<file path="src/rtl/ctrl_pkg.sv">
`timescale 1ns/1ps
`default_nettype none
// ============================================================================
// Module      : ctrl_pkg
// Description : Shared types and encodings for the multicycle ARM controller:
//               FSM state enum, ALU control codes, condition codes, data-
//               processing commands and datapath mux encodings.
// Revision    : 1.0 - initial release
// ============================================================================
package ctrl_pkg;

  typedef enum logic [3:0] {
    FETCH    = 4'd0,
    DECODE   = 4'd1,
    MEMADR   = 4'd2,
    MEMREAD  = 4'd3,
    MEMWB    = 4'd4,
    MEMWRITE = 4'd5,
    EXECR    = 4'd6,
    EXECI    = 4'd7,
    ALUWB    = 4'd8,
    BRANCH   = 4'd9
  } state_t;

  // ALU control codes
  localparam logic [2:0] ALU_ADD = 3'd0;
  localparam logic [2:0] ALU_SUB = 3'd1;
  localparam logic [2:0] ALU_AND = 3'd2;
  localparam logic [2:0] ALU_ORR = 3'd3;
  localparam logic [2:0] ALU_EOR = 3'd4;

  // ARM condition codes
  localparam logic [3:0] COND_EQ = 4'h0;
  localparam logic [3:0] COND_NE = 4'h1;
  localparam logic [3:0] COND_CS = 4'h2;
  localparam logic [3:0] COND_CC = 4'h3;
  localparam logic [3:0] COND_MI = 4'h4;
  localparam logic [3:0] COND_PL = 4'h5;
  localparam logic [3:0] COND_VS = 4'h6;
  localparam logic [3:0] COND_VC = 4'h7;
  localparam logic [3:0] COND_HI = 4'h8;
  localparam logic [3:0] COND_LS = 4'h9;
  localparam logic [3:0] COND_GE = 4'hA;
  localparam logic [3:0] COND_LT = 4'hB;
  localparam logic [3:0] COND_GT = 4'hC;
  localparam logic [3:0] COND_LE = 4'hD;
  localparam logic [3:0] COND_AL = 4'hE;
  localparam logic [3:0] COND_NV = 4'hF;

  // Data-processing commands (instr[24:21])
  localparam logic [3:0] CMD_AND = 4'b0000;
  localparam logic [3:0] CMD_EOR = 4'b0001;
  localparam logic [3:0] CMD_SUB = 4'b0010;
  localparam logic [3:0] CMD_RSB = 4'b0011;
  localparam logic [3:0] CMD_ADD = 4'b0100;
  localparam logic [3:0] CMD_ADC = 4'b0101;
  localparam logic [3:0] CMD_SBC = 4'b0110;
  localparam logic [3:0] CMD_TST = 4'b1000;
  localparam logic [3:0] CMD_CMP = 4'b1010;
  localparam logic [3:0] CMD_ORR = 4'b1100;
  localparam logic [3:0] CMD_MOV = 4'b1101;

  // Datapath mux encodings
  localparam logic [1:0] RES_ALUOUT  = 2'd0;
  localparam logic [1:0] RES_DATA    = 2'd1;
  localparam logic [1:0] RES_ALURES  = 2'd2;
  localparam logic [1:0] SRCA_RN     = 2'd0;
  localparam logic [1:0] SRCA_PC     = 2'd1;
  localparam logic [1:0] SRCA_ALUOUT = 2'd2;
  localparam logic [1:0] SRCB_REG    = 2'd0;
  localparam logic [1:0] SRCB_IMM    = 2'd1;
  localparam logic [1:0] SRCB_FOUR   = 2'd2;

endpackage
`default_nettype wire

</file>
<file path="src/rtl/cond_unit.sv">
`timescale 1ns/1ps
`default_nettype none
// ============================================================================
// Module      : cond_unit
// Description : Combinational ARM condition evaluation of cond against the
//               NZCV flag vector (N in the MSB). Code 1111 evaluates false.
// Revision    : 1.0 - initial release
// ============================================================================
module cond_unit
  import ctrl_pkg::*;
#(
  parameter int FLAG_W = 4
) (
  input  logic [3:0]        cond,
  input  logic [FLAG_W-1:0] flags,
  output logic              cond_ex
);

  logic n, z, c, v;
  assign {n, z, c, v} = flags[FLAG_W-1:FLAG_W-4];

  // Decode every condition code against the current flags
  always_comb begin
    cond_ex = 1'b0;
    case (cond)
      COND_EQ: cond_ex = z;
      COND_NE: cond_ex = ~z;
      COND_CS: cond_ex = c;
      COND_CC: cond_ex = ~c;
      COND_MI: cond_ex = n;
      COND_PL: cond_ex = ~n;
      COND_VS: cond_ex = v;
      COND_VC: cond_ex = ~v;
      COND_HI: cond_ex = c & ~z;
      COND_LS: cond_ex = ~c | z;
      COND_GE: cond_ex = ~(n ^ v);
      COND_LT: cond_ex = n ^ v;
      COND_GT: cond_ex = ~z & ~(n ^ v);
      COND_LE: cond_ex = z | (n ^ v);
      COND_AL: cond_ex = 1'b1;
      default: cond_ex = 1'b0;
    endcase
  end

endmodule
`default_nettype wire

</file>
<file path="src/rtl/multicycle_controller.sv">
`timescale 1ns/1ps
`default_nettype none
// ============================================================================
// Module      : multicycle_controller
// Description : Multicycle ARM control unit. Sequences fetch/decode/execute/
//               memory/writeback, owns the NZCV register and handshakes with
//               a variable-latency memory (mem_req/mem_ready).
//               Optional: define CTRL_RETIRE_COUNT_EN to add the 'retired'
//               instruction counter output.
// Revision    : 1.0 - initial release
// ============================================================================
module multicycle_controller
  import ctrl_pkg::*;
#(
  parameter int FLAG_W    = 4,
  parameter int ALU_CTL_W = 3
`ifdef CTRL_RETIRE_COUNT_EN
  ,
  parameter int CNT_W     = 32
`endif
) (
  input  logic                 clk,
  input  logic                 reset,
  input  logic [1:0]           op,
  input  logic [5:0]           funct,
  input  logic [3:0]           rd,
  input  logic [3:0]           cond,
  input  logic [FLAG_W-1:0]    alu_flags,
  input  logic                 mem_ready,
  output logic                 mem_req,
  output logic                 mem_write,
  output logic                 adr_src,
  output logic                 ir_write,
  output logic                 pc_write,
  output logic                 reg_write,
  output logic [1:0]           result_src,
  output logic [1:0]           alu_src_a,
  output logic [1:0]           alu_src_b,
  output logic [1:0]           imm_src,
  output logic [1:0]           reg_src,
  output logic [ALU_CTL_W-1:0] alu_ctl,
  output logic                 shift,
  output logic                 swap,
  output logic                 carry,
  output logic [FLAG_W-1:0]    flags
`ifdef CTRL_RETIRE_COUNT_EN
  ,
  output logic [CNT_W-1:0]     retired
`endif
);

  state_t     state;
  logic       armed;      // low for the first cycle after reset: no request was outstanding yet
  logic       cond_ex;
  logic       cond_ex_q;
  logic [3:0] cmd;
  logic [2:0] dec_ctl;
  logic       dec_swap, dec_shift, dec_valid, dec_arith, no_write;

  assign cmd   = funct[4:1];
  assign carry = flags[FLAG_W-3];

  cond_unit #(.FLAG_W(FLAG_W)) u_cond (
    .cond    (cond),
    .flags   (flags),
    .cond_ex (cond_ex)
  );

  // Data-processing command decode; unsupported commands write nothing
  always_comb begin
    dec_ctl   = ALU_ADD;
    dec_swap  = 1'b0;
    dec_shift = 1'b0;
    dec_valid = 1'b1;
    dec_arith = 1'b0;
    no_write  = 1'b0;
    case (cmd)
      CMD_ADD: dec_arith = 1'b1;
      CMD_ADC: dec_arith = 1'b1;
      CMD_SUB: begin dec_ctl = ALU_SUB; dec_arith = 1'b1; end
      CMD_SBC: begin dec_ctl = ALU_SUB; dec_arith = 1'b1; end
      CMD_RSB: begin dec_ctl = ALU_SUB; dec_arith = 1'b1; dec_swap = 1'b1; end
      CMD_AND: dec_ctl = ALU_AND;
      CMD_ORR: dec_ctl = ALU_ORR;
      CMD_EOR: dec_ctl = ALU_EOR;
      CMD_CMP: begin dec_ctl = ALU_SUB; dec_arith = 1'b1; no_write = 1'b1; end
      CMD_TST: begin dec_ctl = ALU_AND; no_write = 1'b1; end
      CMD_MOV: dec_shift = 1'b1;
      default: begin dec_valid = 1'b0; no_write = 1'b1; end
    endcase
  end

  // Instruction sequencer, condition latch and flag register
  always_ff @(posedge clk or negedge reset) begin
    if (!reset) begin
      state     <= FETCH;
      armed     <= 1'b0;
      cond_ex_q <= 1'b0;
      flags     <= '0;
    end else begin
      armed <= 1'b1;
      case (state)
        FETCH:    if (armed && mem_ready) state <= DECODE;
        DECODE: begin
          cond_ex_q <= cond_ex;
          case (op)
            2'b01:   state <= MEMADR;
            2'b00:   state <= funct[5] ? EXECI : EXECR;
            2'b10:   state <= BRANCH;
            default: state <= FETCH;
          endcase
        end
        MEMADR:   state <= funct[0] ? MEMREAD : MEMWRITE;
        MEMREAD:  if (mem_ready) state <= MEMWB;
        MEMWB:    state <= FETCH;
        MEMWRITE: if (mem_ready) state <= FETCH;
        EXECR, EXECI: begin
          if (funct[0] && cond_ex_q && dec_valid) begin
            flags[FLAG_W-1:FLAG_W-2] <= alu_flags[FLAG_W-1:FLAG_W-2];
            if (dec_arith) flags[FLAG_W-3:FLAG_W-4] <= alu_flags[FLAG_W-3:FLAG_W-4];
          end
          state <= ALUWB;
        end
        ALUWB:    state <= FETCH;
        BRANCH:   state <= FETCH;
        default:  state <= FETCH;
      endcase
    end
  end

  // Per-state datapath controls; everything is forced low while reset is held
  always_comb begin
    mem_req    = 1'b0;
    mem_write  = 1'b0;
    adr_src    = 1'b0;
    ir_write   = 1'b0;
    pc_write   = 1'b0;
    reg_write  = 1'b0;
    result_src = RES_ALUOUT;
    alu_src_a  = SRCA_RN;
    alu_src_b  = SRCB_REG;
    imm_src    = 2'd0;
    reg_src    = 2'd0;
    alu_ctl    = ALU_CTL_W'(ALU_ADD);
    shift      = 1'b0;
    swap       = 1'b0;
    if (reset) begin
      imm_src = op;
      reg_src = {op == 2'b01, op == 2'b10};
      case (state)
        FETCH: begin
          mem_req    = 1'b1;
          alu_src_a  = SRCA_PC;
          alu_src_b  = SRCB_FOUR;
          result_src = RES_ALURES;
          ir_write   = armed & mem_ready;
          pc_write   = armed & mem_ready;
        end
        DECODE: begin
          alu_src_a = SRCA_PC;
          alu_src_b = SRCB_FOUR;
        end
        MEMADR:   alu_src_b = SRCB_IMM;
        MEMREAD: begin
          mem_req = 1'b1;
          adr_src = 1'b1;
        end
        MEMWB: begin
          result_src = RES_DATA;
          reg_write  = cond_ex_q;
        end
        MEMWRITE: begin
          mem_req   = 1'b1;
          adr_src   = 1'b1;
          mem_write = cond_ex_q;
        end
        EXECR, EXECI: begin
          alu_src_b = (state == EXECI) ? SRCB_IMM : SRCB_REG;
          alu_ctl   = ALU_CTL_W'(dec_ctl);
          swap      = dec_swap;
          shift     = dec_shift;
        end
        ALUWB: begin
          if (cond_ex_q && !no_write) begin
            if (rd == 4'd15) pc_write  = 1'b1;
            else             reg_write = 1'b1;
          end
        end
        BRANCH: begin
          alu_src_a  = SRCA_ALUOUT;
          alu_src_b  = SRCB_IMM;
          result_src = RES_ALURES;
          pc_write   = cond_ex_q;
        end
        default: ;
      endcase
    end
  end

`ifdef CTRL_RETIRE_COUNT_EN
  logic retire_evt;
  assign retire_evt = (state == MEMWB) || (state == ALUWB) || (state == BRANCH) ||
                      ((state == MEMWRITE) && mem_ready) ||
                      ((state == DECODE) && (op == 2'b11));

  // Count every instruction that returns to FETCH, condition-failed or not
  always_ff @(posedge clk or negedge reset) begin
    if (!reset)          retired <= '0;
    else if (retire_evt) retired <= retired + 1'b1;
  end
`endif

endmodule
`default_nettype wire

</file>
<file path="config.mk">
export PLATFORM = sky130hd
export DESIGN_NAME = multicycle_controller
export DESIGN_NICKNAME = d
export VERILOG_FILES = /design/src/rtl/ctrl_pkg.sv /design/src/rtl/cond_unit.sv /design/src/rtl/multicycle_controller.sv
export SDC_FILE = /design/constraint.sdc
export NUM_CORES = 1
export LEC_CHECK = 0
export CELL_PAD_IN_SITES_DETAIL_PLACEMENT = 1
export CELL_PAD_IN_SITES_GLOBAL_PLACEMENT = 1
export CORE_ASPECT_RATIO = 1.2
export CORE_UTILIZATION = 31
export DETAILED_ROUTE_END_ITERATION = 7
export PLACE_DENSITY = 0.85
export SLEW_MARGIN = 20
export SYNTH_ARGS = -nofsm -noshare
export SYNTH_HDL_FRONTEND = slang
export SYNTH_SLANG_ARGS = --single-unit
</file>
<file path="constraint.sdc">
create_clock -name clk -period 2.5 [get_ports clk]
set_input_delay 0.25 -clock clk [delete_from_list [all_inputs] [get_ports clk]]
set_output_delay 0.25 -clock clk [all_outputs]
set_load 0.02 [all_outputs]
</file>
==> flow_summary.yaml <==
power_and_ir_drop:
  combPwrFrac_pct: 63.5
  share_seq_of_total_power_pct: 24.6
  fin_total_pwr_w: 0.00138
  clockPowerShare_pct: 12.0
  max-vdd-ir-drop_uv: 448
  switchingPower_w: 0.000632
  p_int_w: 0.000744
  p_sw_share_pct: 46.0
  p_per_area_nw_per_um2: 834
  power_leakage_nw: 0.693
grt:
  grt-ovfl-total: 0
  grt_pass1_vias: 1336
  grt_antenna_before_repair: 0
  grt_pass1_wl_um: 6200
  grt_max_degree: 17
  grt_usage_pct: 20.6
cts:
  cts_tree: "yes"
  clock_sinks: 10
  cts.reportedPaths.clkPinSlew_ns: 0.05
  htreeDepth: 1
  root_buffer: "clkbuf_8"
  numCtsBuffers: 3
  postCtsHoldBufs: 0
  cts.path.max_buffers: 2
  clock_latency_ns: 0.23
synthesis:
  yosys.area.top_type_share_pct: 23.2
  netlist_instances: 144
  ys_ff_latch: 10
  synth_top_flop_cell: "dfrtp_1"
  synthArstFlopShare_pct: 100
  yosys_warnings: 0
  synth_nets: 167
  synthMostInstantiatedCell: "nand2_1"
  synth-edff-count: 0
  synth.distinct_cells: 50
  synth_commonest_cells: "nand2_1, dfrtp_1, nor2b_1"
  syn_avg_cell_area_sq_um: 7.49
  yosys.area.top_type: "dfrtp_1"
  synth.area.top_cells: "dfrtp_1, nor2b_1, nand2_1, buf_2, mux2_1"
  yosysSeqAreaShare_pct: 23.2
  synth_area_sq_um: 1080
layout:
  antenna_cells: 0
  final-instance-count-excl-fill: 228
  fin_nets: 216
  multi_input_area_sq_um: 738
  regArea_sq_um: 250
  layout.filler_cells: 421
  utilization_pct: 49.4
  areaGrowthSynthToFinish_pct: 52.9
  drive_gt1_share_pct: 8.38
timing:
  finalHoldViolations: 0
  fmax_ghz: 0.420
  report.final.slew_viol_count: 0
  worst_hold_slack_ns: 0.404
  rsz0062_at_grt: "false"
  skew_ns: 0.00224
  timing.final.crit_share_pct: 95.1
  timing.final.ws_setup_ns: 0.122
  fin_crit_ns: 2.38
  setup_viol: 0
drt:
  wl_per_cell_um: 16.1
  vias: 1246
  ant_nets: 0
  firstDrtPassIters: 4
  drc: 0
  wirelength_um: 3670
  via_per_inst: 5.46
  drtIter0Drc: 40
die:
  rows: 23
  dieHeight_um: 66.6
  start_util_pct: 32.3
  die_w_um: 55.8
  die-area_sq_um: 3720
  core_area_sq_um: 3340
  io_pins: 49
critical_path:
  crit_fanout: 15
  worstRegToRegCells: 5
  cpMostUsedCell: "clkdlybuf4s50_1"
  crit_type: "input pin to output pin"
  reg2reg_to: "flags[3]$_DFFE_PN0P_"
  cpMaxStageDelayCell: "clkdlybuf4s50_1"
  path_cells: "clkdlybuf4s50_1 > buf_4 > nand2b_1 > or2_2 > nor2_1 > clkdlybuf4s50_1"
  start_kind: "input pin"
  crit_required_ns: 2.25
  endpoint_kind: "output pin"
  worst-r2r-setup-slack_ns: 0.86
  critical_path_arrival_ns: 2.13
  path_buf_inv: 3
  path_delay_family: "buffers and inverters"
  startpoint: "reset"
  slowest_delay_ns: 0.61
  r2r-start: "state[1]$_DFFE_PN0P_"
run_status:
  status: "completed"
job:
  drv_cap: 0
placement:
  dp.cells: 225
  dp.final_hpwl_um: 2990
  portBuffers: 48
  routabilityCongestion: 0.815
  post-place-ws_ns: -0.0684
hold_path:
  hp-class: "input pin to asynchronous set/reset pin"
==> sequential cells by signal, summed over array words and instances (netlist names) <==
signal / count
flags: 4
cond_ex_q: 1
armed: 1
state: 4
==> cell usage in the layout (no fill, tap or decap), types with 5 or more instances in the layout <==
cell type / n
nand3_1: 5
clkdlybuf4s50_1: 44
nand2_1: 13
dfrtp_1: 10
nor2b_1: 10
nand2b_1: 6
nor3_1: 8
buf_4: 9
o21ai_0: 6
and2_1: 5
nor2_1: 7
==> power by group through the flow <==
stage	Combinational, W	Clock (W)	Sequential [W]
after CTS	0.000886	0.000169	0.000340
after global placement	0.000840	0	0.000331
final	0.000873	0.000164	0.000338
after floorplan	0.000547	0	0.000328
after detailed placement	0.000881	0	0.000341
after global routing	0.000960	0.000178	0.000352
==> repair_timing <==
item / 4_1_cts / 5_1_grt
buffers inserted: 0 / 0
pin swaps: 0 / 0
endpoints found under the setup margin: 2 / 2
gates resized for setup: 2 / 2
==> cells by family (layout without fill, tap and decap cells) <==
logic type,after synthesis,after routing,share of synthesized area (%)
other,1,1,0.348
and+or+nand+nor,68,68,35.0
xor gates and xnor gates,6,6,4.87
buffers and inverters,19,66,8.35
AOI/OAI and AO/OA,33,33,21.2
DFF,10,10,23.2
muxes,7,7,6.96
==> layer usage <==
| layer | GRT usage (%) | wire length (um) |
|---|---|---|
| met2 | 42.6 | 2040 |
| met3 | 3.69 | 150 |
| met4 | 3.35 | 28 |
| met5 | 0 | 0 |
| met1 | 22.0 | 1450 |
==> through the flow <==
step / TNS [ns] / instance area (sq um)
6_report: 0 / 1650
5_1_grt: 0 / 1650
4_1_cts: 0 / 1640
3_5_place_dp: -0.0852 / 1610
3_3_place_gp: -0.0118 / 1610
2_1_floorplan: 0 / 1080
==> cell type report <==
type                    instances  share of cell area, %
flip-flops and latches         10                   15.2
clock buffers                   3                   2.50
repair buffers                 57                   33.4
well taps                      37                   2.81
multi-input cells             115                   44.8
inverters                       6                   1.37
==> worst max path at each step <==
| stage | endpoint | slack (ns) | cells past startpoint |
|---|---|---|---|
| 3_5_place_dp | pc_write | -0.07 | 6 |
| 4_1_cts | reg_write | 0.04 | 6 |
| 2_1_floorplan | alu_ctl[1] | 0.39 | 3 |
| 3_3_place_gp | pc_write | -0.01 | 6 |
| 6_report | result_src[1] | 0.12 | 6 |
| 5_1_grt | mem_write | 0.002 | 4 |
No activity file was read; power rests on OpenSTA's default activity.
==> patch: new RTL, same settings <==
Change the parameter `ALU_CTL_W` from 3 to 5.
--- a/src/rtl/multicycle_controller.sv
+++ b/src/rtl/multicycle_controller.sv
@@ -13,7 +13,7 @@
   import ctrl_pkg::*;
 #(
   parameter int FLAG_W    = 4,
-  parameter int ALU_CTL_W = 3
+  parameter int ALU_CTL_W = 5
 `ifdef CTRL_RETIRE_COUNT_EN
   ,
   parameter int CNT_W     = 32
Ports: changed (resized alu_ctl); port bits go from 49 to 51. No check against the original RTL was run, so the function may have changed too.
==> patch against the original RTL <==
  * Sequential power is 3% higher
  * Total power up 2.2%
  * Sequential cell count unchanged
  * Setup slack gained 0.014 ns
  * Maximum frequency grew 0.57%
  * Design area rose by 1.7%
  * Synthesized area rose by 1.7%
  * Wire length is 7.6% lower
  * Critical path type unchanged
==> patch: results (changes against the original RTL) <==
switching share of power 44.3% (was 46.0%); GRT Overall Usage 18.6% (was 20.6%); Routed WL per cell 14.6 um (was 16.1 um); Top Layer Used met4 (unchanged); post-synthesis compound-gate area fraction 20.9% (was 21.2%); Initial DRC Count 22 (was 40); Die W 56.3 um (was 55.8 um); Nets 219 (was 216); Synth Area per Inst 7.46 um2 (was 7.49 um2); VDD IR-drop max 622 uV (was 448 uV); CP max stage delay 0.62 ns; port buffer count 48 (unchanged); Metal-1 WL 1400 um (was 1450 um); n_diodes 0 (unchanged); Leak 0.711 nW (was 0.693 nW); Setup WS pre-CTS -0.0510 ns (was -0.0684 ns); GP Congestion 0.837 (was 0.815); mux contribution to synthesized area 6.84% (was 6.96%); NetSw 0.623 mW (was 0.632 mW); Worst R2R End flags[2] (was flags[3]); via count 1258 (was 1246); htree depth 1 (unchanged); Adder-Cell Fraction of Synth Area 0% (unchanged); layout cells sized above 1 9.23% (was 8.38%); CP max-delay cell clkdlybuf4s50_1 (unchanged); largest net degree at the start of global routing 17 (unchanged); outcome completed (unchanged); post-synth cell types 50 (unchanged); commonest cells in the synthesized netlist nand2_1, dfrtp_1, nor2b_1 (unchanged); Max Clock Skew 0.00460 ns (was 0.00224 ns); ys async rst share 100% (unchanged); reg2reg setup slack 0.78 ns (was 0.86 ns); Seq/Total Area, Yosys 22.8% (was 23.2%); Clock Tree Root clkbuf_8 (unchanged); CP max FO 7 (was 15); worst-skew pair later-pin latency 0.24 ns; Routed Wire Length 3390 um (was 3670 um); clock-net power 0.203 mW (was 0.164 mW); area post-placement 1620 um2 (was 1610 um2); Top Registers flags (4), state (4) (unchanged); drt pass-1 iters 4 (unchanged); detailed placement HPWL 2760 um (was 2990 um); initial antenna violation count 0 (unchanged); met3 WL 132 um (was 150 um); WHS 0.355 ns (was 0.404 ns); Synth area leaders dfrtp_1, nor2b_1, nand2_1 (unchanged); cell count after placement 228 (was 225); Crit path arrival time 2.11 ns (was 2.13 ns); global-route wire length before repair 5600 um (was 6200 um); routed length on met2 1840 um (was 2040 um); xor/xnor share of the synthesized area 4.79% (was 4.87%); Reg power frac 24.7%
patch: what timing repair did:
action | in CTS | in global routing
gates cloned | 0 | 0
setup endpoints to repair | 2 | 2
resized for setup | 2 | 2
patch: layout make-up:
class,instances,area [um2]
Multi-Input combinational cell,117,746
Timing Repair Buffer,58,558
Inverter,6,22.5
Clock buffer,4,55.1
Fill cell,430,1690
Sequential cell,10,250
Tap cell,37,46.3
patch: how the worst max path moves through the flow:
stage,startpoint,end,slack [ns],cells past startpoint
2_1_floorplan,state[1],alu_ctl[1],0.39,3
3_3_place_gp,funct[3],pc_write,-0.01,6
3_5_place_dp,funct[3],pc_write,-0.05,6
4_1_cts,reset,ir_write,0.02,6
5_1_grt,reset,result_src[1],0.04,6
6_report,funct[3],alu_ctl[0],0.14,6
patch: layer usage:
metal / track usage [%] / up-vias
li1: - / 611
met1: 21.5 / 611
met2: 36.2 / 34
met3: 2.30 / 2
met4: 4.88 / 0
met5: 0 / -
